$ cat config.mk
export PLATFORM = sky130hd
export DESIGN_NAME = game_flow_ctrl
export DESIGN_NICKNAME = d
export VERILOG_FILES = /design/src/rtl/game_pkg.sv /design/src/rtl/game_iframe_timer.sv /design/src/rtl/game_flow_ctrl.sv
export SDC_FILE = /design/constraint.sdc
export NUM_CORES = 1
export LEC_CHECK = 0
export BUFFER_PORTS_ARGS = -buffer_cell sky130_fd_sc_hd__buf_2
export CAP_MARGIN = 15
export CORE_UTILIZATION = 50
export DETAILED_ROUTE_END_ITERATION = 12
export PLACE_DENSITY = 0.7
export SKIP_CTS_REPAIR_TIMING = 1
export SYNTH_ARGS = -nofsm -noshare
export SYNTH_HDL_FRONTEND = slang
export SYNTH_SLANG_ARGS = --single-unit
$ cat constraint.sdc
create_clock -name clk -period 4.4 [get_ports clk]
set_input_delay 0.66 -clock clk [delete_from_list [all_inputs] [get_ports clk]]
set_output_delay 0.66 -clock clk [all_outputs]
set_load 0.1 [all_outputs]
$ cat src/rtl/game_pkg.sv
// Shared definitions for the volcano-flight game sequencer: FSM state
// encodings, default parameter values and the sprite blink bit index.
package game_pkg;

    // Top-level game FSM states; encodings are visible on the state port.
    typedef enum logic [1:0] {
        ST_IDLE = 2'd0,
        ST_PLAY = 2'd1,
        ST_HIT  = 2'd2,
        ST_OVER = 2'd3
    } game_state_e;

    // Lives loaded at game start (legal range 1..7, fits the 3-bit life port).
    localparam int LIVES_DEF   = 3;
    // Invulnerability length in frames after a non-fatal hit.
    localparam int IFRAMES_DEF = 60;
    // Bit of the invulnerability counter that drives sprite blinking
    // (bit 2 toggles every 4 frames, giving an 8-frame blink period).
    localparam int BLINK_BIT   = 2;

endpackage : game_pkg

$ cat src/rtl/game_iframe_timer.sv
// Post-hit invulnerability timer. Loads IFRAMES on entry to HIT, counts
// down once per qualified frame tick, pulses expire on the tick that sees
// a count of 1, and exposes the blink bit used as the plane sprite enable.
module game_iframe_timer
    import game_pkg::*;
#(
    parameter int IFRAMES = IFRAMES_DEF
) (
    input  logic clk,
    input  logic resetn,
    input  logic load_i,    // start a new invulnerability window
    input  logic clear_i,   // force the counter back to 0 (game restart)
    input  logic tick_i,    // frame_tick qualified by the HIT state
    output logic expire_o,  // last frame of the window is ending
    output logic blink_o    // sprite enable while invulnerable
);

    localparam int CW = $clog2(IFRAMES + 1);

    logic [CW-1:0] icnt_q, icnt_d;

    // Next-count selection: clear beats load, load beats decrement.
    always_comb begin
        // NOTE: every signal written here gets a default first so no path
        // leaves it unassigned, which would otherwise infer a latch.
        icnt_d = icnt_q;
        if (clear_i) begin
            icnt_d = '0;
        end else if (load_i) begin
            icnt_d = CW'(IFRAMES);
        end else if (tick_i && (icnt_q != '0)) begin
            icnt_d = icnt_q - CW'(1);
        end
    end

    // Counter register with asynchronous active-low reset.
    always_ff @(posedge clk or negedge resetn) begin
        // NOTE: sequential state uses non-blocking assignments so every
        // register samples the pre-edge values of its inputs.
        if (!resetn) begin
            icnt_q <= '0;
        end else begin
            icnt_q <= icnt_d;
        end
    end

    assign expire_o = tick_i && (icnt_q == CW'(1));

    // Short windows may not reach the blink bit; the sprite then stays hidden
    // for the whole window.
    generate
        if (CW > BLINK_BIT) begin : g_blink
            assign blink_o = icnt_q[BLINK_BIT];
        end else begin : g_no_blink
            assign blink_o = 1'b0;
        end
    endgenerate

endmodule : game_iframe_timer

$ cat src/rtl/game_flow_ctrl.sv
// Top-level game sequencer: reduces the per-cycle crash flag to one
// evaluation per frame, owns the lives counter, runs the post-hit
// invulnerability window and drives the movers' run enable.
// Optional feature: define GAME_SCORE_EN to add a 16-bit frames-survived
// counter on the score port.
module game_flow_ctrl
    import game_pkg::*;
#(
    parameter int LIVES   = LIVES_DEF,
    parameter int IFRAMES = IFRAMES_DEF
) (
    input  logic        clk,
    input  logic        resetn,
    input  logic        frame_tick,
    input  logic        start,
    input  logic        crash,
    output logic [2:0]  life,
    output logic [1:0]  state,
    output logic        objects_run,
    output logic        plane_visible,
    output logic        game_over
`ifdef GAME_SCORE_EN
    ,
    output logic [15:0] score
`endif
);

    game_state_e state_q, state_d;
    logic [2:0]  life_q, life_d;
    logic        start_q;
    logic        start_edge;
    logic        iframe_load;
    logic        iframe_clear;
    logic        iframe_tick;
    logic        iframe_expire;
    logic        iframe_blink;

    assign start_edge  = start && !start_q;
    assign iframe_tick = frame_tick && (state_q == ST_HIT);

    game_iframe_timer #(
        .IFRAMES (IFRAMES)
    ) u_iframe_timer (
        .clk      (clk),
        .resetn   (resetn),
        .load_i   (iframe_load),
        .clear_i  (iframe_clear),
        .tick_i   (iframe_tick),
        .expire_o (iframe_expire),
        .blink_o  (iframe_blink)
    );

    // Next-state and lives logic; crash is only looked at on frame ticks in PLAY.
    always_comb begin
        state_d      = state_q;
        life_d       = life_q;
        iframe_load  = 1'b0;
        iframe_clear = 1'b0;
        unique case (state_q)
            ST_IDLE: begin
                life_d = 3'(LIVES);
                if (start_edge) begin
                    state_d = ST_PLAY;
                end
            end
            ST_PLAY: begin
                if (frame_tick && crash) begin
                    if (life_q <= 3'd1) begin
                        life_d  = 3'd0;
                        state_d = ST_OVER;
                    end else begin
                        life_d      = life_q - 3'd1;
                        state_d     = ST_HIT;
                        iframe_load = 1'b1;
                    end
                end
            end
            ST_HIT: begin
                if (iframe_expire) begin
                    state_d = ST_PLAY;
                end
            end
            ST_OVER: begin
                life_d = 3'd0;
                if (start_edge) begin
                    state_d      = ST_PLAY;
                    life_d       = 3'(LIVES);
                    iframe_clear = 1'b1;
                end
            end
            default: begin
                state_d = ST_IDLE;
            end
        endcase
    end

    // Output decode from registered state only, so crash never reaches a port.
    always_comb begin
        objects_run   = 1'b0;
        plane_visible = 1'b1;
        game_over     = 1'b0;
        unique case (state_q)
            ST_PLAY: objects_run = 1'b1;
            ST_HIT: begin
                objects_run   = 1'b1;
                plane_visible = iframe_blink;
            end
            ST_OVER: game_over = 1'b1;
            default: ;
        endcase
    end

    // FSM, lives and start-edge registers.
    always_ff @(posedge clk or negedge resetn) begin
        if (!resetn) begin
            state_q <= ST_IDLE;
            life_q  <= 3'(LIVES);
            start_q <= 1'b0;
        end else begin
            state_q <= state_d;
            life_q  <= life_d;
            start_q <= start;
        end
    end

    assign life  = life_q;
    assign state = state_q;

`ifdef GAME_SCORE_EN
    logic [15:0] score_q, score_d;
    logic        enter_play;

    assign enter_play = start_edge && ((state_q == ST_IDLE) || (state_q == ST_OVER));

    // Frames-survived counter: clears on a new game, saturates at all-ones.
    always_comb begin
        score_d = score_q;
        if (enter_play) begin
            score_d = '0;
        end else if (frame_tick && ((state_q == ST_PLAY) || (state_q == ST_HIT))
                     && (score_q != 16'hFFFF)) begin
            score_d = score_q + 16'd1;
        end
    end

    // Score register.
    always_ff @(posedge clk or negedge resetn) begin
        if (!resetn) begin
            score_q <= '0;
        end else begin
            score_q <= score_d;
        end
    end

    assign score = score_q;
`endif

endmodule : game_flow_ctrl
==> flow_summary.yaml, run 1 <==
timing:
  relSlewSlack_pct: 67.8
  slew_viol_final: 0
  fin_tns_setup_ns: 0
  finalHoldViolations: 0
  fmax_ghz: 0.452
  setup_viol: 0
  fin_skew_ns: 0.00252
  timing.final.crit_share_pct: 50.3
  grt_setup_unrepaired: "false"
  tightest_slew_ns: 0.487
  min_period_ns: 2.21
final_layout:
  num-fill-cells: 128
  drive_above_1_share_pct: 21.5
  final_nets: 107
  diodes: 0
  layout.cells.most_common_list: "buf_2, inv_1, dfrtp_1, ha_1, o21ai_0"
  area_growth_pct: 15.5
  layout_commonest_cell: "buf_2"
yosys:
  synth_nets: 90
  syn_inst: 77
  ys_ff_latch: 12
  postSynthAreaPerCell_um2: 9.65
  synth_area_um2: 743
  seq_area_frac_synth_pct: 40.7
  yosys_warnings: 0
  yosysUniqueCellTypes: 28
drt:
  wl_um: 1430
  drt-initial-drc-count: 11
  dr.pass1.iters: 4
  wl_per_cell_um: 13.2
  viasPerCell: 5.69
  drc_errors: 0
  postRouteAntennaNets: 0
  num_vias: 615
critical_path:
  r2r_slack_ns: 2.63
  endpoint_kind: "primary output"
  crit_path_max_fanout: 5
  worstPathRequired_ns: 3.74
  arrival_ns: 1.55
  startpoint_type: "register"
  crit_type: "reg2out"
clock_tree:
  clkSinkCount: 12
  clock_path_buffers: 2
  cts_htree_levels: 1
  numCtsBuffers: 3
  cts_tree: "done"
  clockRootBuffer: "clkbuf_4"
  clk_pin_slew_ns: 0.08
  insertion_delay_ns: 0.27
global_routing:
  grt_max_degree: 13
  grt_util_all_layers_pct: 22.0
  grt_pass1_vias: 544
  overflow: 0
  antenna_found_initial: 0
  grt_pass1_wl_um: 2320
floorplanning:
  row_count: 13
  dieArea_um2: 1640
  ios: 13
  initial_core_util_pct: 55.7
  dieHeight_um: 40.6
  die_w_um: 40.6
  core_um2: 1330
place:
  port_buffers: 12
  dpl.hpwl_um: 1120
  gp_routability_congestion: 0.733
worst_hold_path:
  hold_path.class: "in2async"
flow_run:
  maxCapViolCount: 0
outcome:
  status: "finished, final reports clean"
-- synthesized netlist by cell type, drive strengths merged --
master,n,area (um^2)
nor2,5,18.8
dfstp,2,52.6
nand2b,1,6.26
or3,1,6.26
o211ai,1,7.51
or4,1,7.51
nor4,2,12.5
nor3,2,15.0
nor2b,1,6.26
inv,10,37.5
nand2,2,7.51
nand4b,2,17.5
xnor2,1,8.76
mux2i,2,20.0
a21o,1,7.51
a211oi,2,15.0
a21oi,4,20.0
o21ai,7,35.0
o22a,2,17.5
mux2,2,22.5
a221o,1,10.0
nand3,5,25.0
dfrtp,10,250
and3,1,6.26
o21ba,1,10.0
ha,8,100
-- kinds of logic after synthesis --
family                     synth area share (%)
AOI/OAI and AO/OA                          16.5
buffers and inverters                      5.05
DFF                                        40.7
muxes                                      5.72
xor gates and xnor gates                   1.18
adders and majority gates                  13.5
and+or+nand+nor                            17.3
-- path summary, 6_finish.rpt --
path,endpoint,cells after the start,start
worst max-delay path,objects_run,4,state[0]$_DFFE_PN0P_
worst min-delay path,u_iframe_timer.icnt_q[3]$_DFFE_PN0P_,1,resetn
worst max register to register,u_iframe_timer.icnt_q[2]$_DFFE_PN0P_,6,life[1]$_DFFE_PN1P_
worst min register to register,life[2]$_DFFE_PN0P_,1,life[2]$_DFFE_PN0P_
max in group asynchronous,life[0]$_DFFE_PN1P_,1,resetn
min in group clk,life[2]$_DFFE_PN0P_,1,life[2]$_DFFE_PN0P_
-- registers in the layout, summed over array words and instances, names as in the netlist --
| name | flops |
|---|---|
| state | 2 |
| start_q | 1 |
| u_iframe_timer.icnt_q | 6 |
| life | 3 |
-- per-stage QoR --
stage	util, %	cell area, um^2	setup WS (ns)	instances	hold WS [ns]
floorplan	-	743	1.60	77	0.364
global placement	61.6	822	2.53	104	0.527
detailed placement	61.6	822	2.49	104	0.524
CTS	64.4	858	2.19	108	0.257
global route	64.4	858	2.10	108	0.262
finish	64.4	858	2.19	108	0.254
-- area by class of cell --
type / instances / area [um^2] / area share, %
timing repair buffer: 12 / 60.1 / 7.00
sequential: 12 / 303 / 35.3
multi-input combinational: 55 / 403 / 46.9
inverter: 10 / 37.5 / 4.37
tap: 15 / 18.8 / 2.19
clock buffer: 4 / 36.3 / 4.23
-- critical path, stage by stage (launching register included) --
cell and delay (ns):
dfrtp_1 0.41, inv_1 0.06, ha_1 0.28, inv_1 0.10, buf_2 0.43
-- layer usage --
| layer | wire, um | share of wire [%] | global-route usage, % |
|---|---|---|---|
| met2 | 653 | 46 | 33.3 |
| met5 | 0 | 0 | 0 |
| met4 | 17 | 1.2 | 10.0 |
| met3 | 57 | 4.0 | 5.00 |
| met1 | 698 | 49 | 29.4 |
Power of run 1 is left out: the tool's default activity adds up to more than one toggle a clock period on the data nets, which glitch-free logic cannot reach.
==> run 2, diff against run 1 <==
- CORE_UTILIZATION: 50 -> 47
- clock period: 4.4 -> 1.9 ns (I/O delays scaled with it)
==> run 2 against run 1 <==
Die area grew 6.1%. Critical path depth is the same. Via count shrank 0.49%. Final area grew 5.7%. Critical endpoint unchanged.
==> flow_summary.yaml, run 2 (synthesis results as in run 1) <==
outcome:
  status: "finished, final reports clean"
flow_run:
  maxCapViolCount: 0
floorplanning:
  ios: 13
  row_count: 13
  die_w_um: 41.8
  initial_core_util_pct: 53.8
  dieArea_um2: 1740
  dieHeight_um: 41.8
  core_um2: 1380
timing:
  finalHoldViolations: 0
  tightest_slew_ns: 0.487
  fmax_ghz: 0.543
  slew_viol_final: 0
  setup_viol: 0
  fin_skew_ns: 0.00448
  grt_setup_unrepaired: "false"
  min_period_ns: 1.84
  timing.final.crit_share_pct: 96.9
  holdWs_ns: 0.168
  relSlewSlack_pct: 67.8
critical_path:
  endpoint_kind: "primary output"
  cpLargestDelayFamily: "buffers and inverters"
  crit_type: "reg2out"
  crit_chain: "inv_2 > ha_4 > clkinvlp_4 > buf_2"
  crit_path_max_fanout: 5
  critPathSlowestCell: "dfrtp_4"
  startpoint_type: "register"
  worstPathRequired_ns: 1.62
  cpPeakStageDelay_ns: 0.51
  worst-path-buf-inv: 3
  arrival_ns: 1.56
place:
  gp_routability_congestion: 0.807
  port_buffers: 12
  dp.cells: 105
  dpl.hpwl_um: 1160
final_layout:
  layout_commonest_cell: "buf_2"
  drive_above_1_share_pct: 30.5
  largest_reg_flops: 6
  diodes: 0
  layoutNonFillerInstCount: 110
  largest-register: "u_iframe_timer.icnt_q"
  area_growth_pct: 22.1
  layout.cells.most_common_list: "buf_2, dfrtp_1, inv_1, ha_1"
  final_nets: 109
worst_hold_path:
  hold_path.class: "in2reg"
global_routing:
  grt_pass1_vias: 615
  antenna_found_initial: 0
  grt_max_degree: 13
  grt_util_all_layers_pct: 19.9
  grt_pass1_wl_um: 2640
  overflow: 0
clock_tree:
  cts_htree_levels: 1
  numCtsBuffers: 3
  clockRootBuffer: "clkbuf_4"
  clock_path_buffers: 2
  cts_tree: "done"
  clk_pin_slew_ns: 0.08
  insertion_delay_ns: 0.27
  clkSinkCount: 12
drt:
  viasPerCell: 5.56
  wl_um: 1510
  postRouteAntennaNets: 0
  num_vias: 612
  wl_per_cell_um: 13.7
  drc_errors: 0
  drt-initial-drc-count: 8
  dr.pass1.iters: 4
## run 2: cell count changes in the layout (fill, tap and decap cells not counted), moves of 2 or more
cell | before | now
dfstp_2 | 2 | 0
inv_1 | 10 | 7
ha_1 | 8 | 6
dfrtp_4 | 0 | 2
dfstp_4 | 0 | 2
dfrtp_1 | 10 | 8
inv_2 | 0 | 2
## run 2: cell type report
class | instances | area [um^2]
fillers | 114 | 475
repair buffers | 14 | 77.6
flip-flops and latches | 12 | 318
multi-input cells | 55 | 425
well taps | 15 | 18.8
inverters | 10 | 41.3
clock buffers | 4 | 26.3
## run 2: through the flow
stage	setup TNS [ns]	instance area (um^2)	util [%]	worst slack (ns)
2_1_floorplan	-1.53	781	-	-0.317
3_3_place_gp	0	867	62.7	0.156
3_5_place_dp	0	867	62.7	0.124
4_1_cts	0	893	64.6	0.0490
5_1_grt	0	907	65.6	0.0106
6_report	0	907	65.6	0.0587
## run 2: per-layer routing
metal | up-vias | wire length (um) | GRT usage (%)
met4 | 0 | 40 | 11.0
li1 | 312 | - | -
met2 | 14 | 649 | 29.7
met5 | - | 0 | 0
met1 | 280 | 767 | 26.4
met3 | 6 | 51 | 4.35
## run 2: worst paths after layout
path	depth (start not counted)	end	from	slack, ns
hold reg to reg	1	life[2]$_DFFE_PN0P_	life[2]$_DFFE_PN0P_	0.56
hold / removal	1	start_q$_DFF_PN0_	start	0.17
max in group asynchronous	2	life[0]$_DFFE_PN1P_	resetn	1.22
setup reg to reg	6	u_iframe_timer.icnt_q[2]$_DFFE_PN0P_	life[1]$_DFFE_PN1P_	0.18
setup / recovery	4	objects_run	state[0]$_DFFE_PN0P_	0.06
min in group asynchronous	2	state[0]$_DFFE_PN0P_	resetn	0.41
Power of run 2 is left out for the same reason.
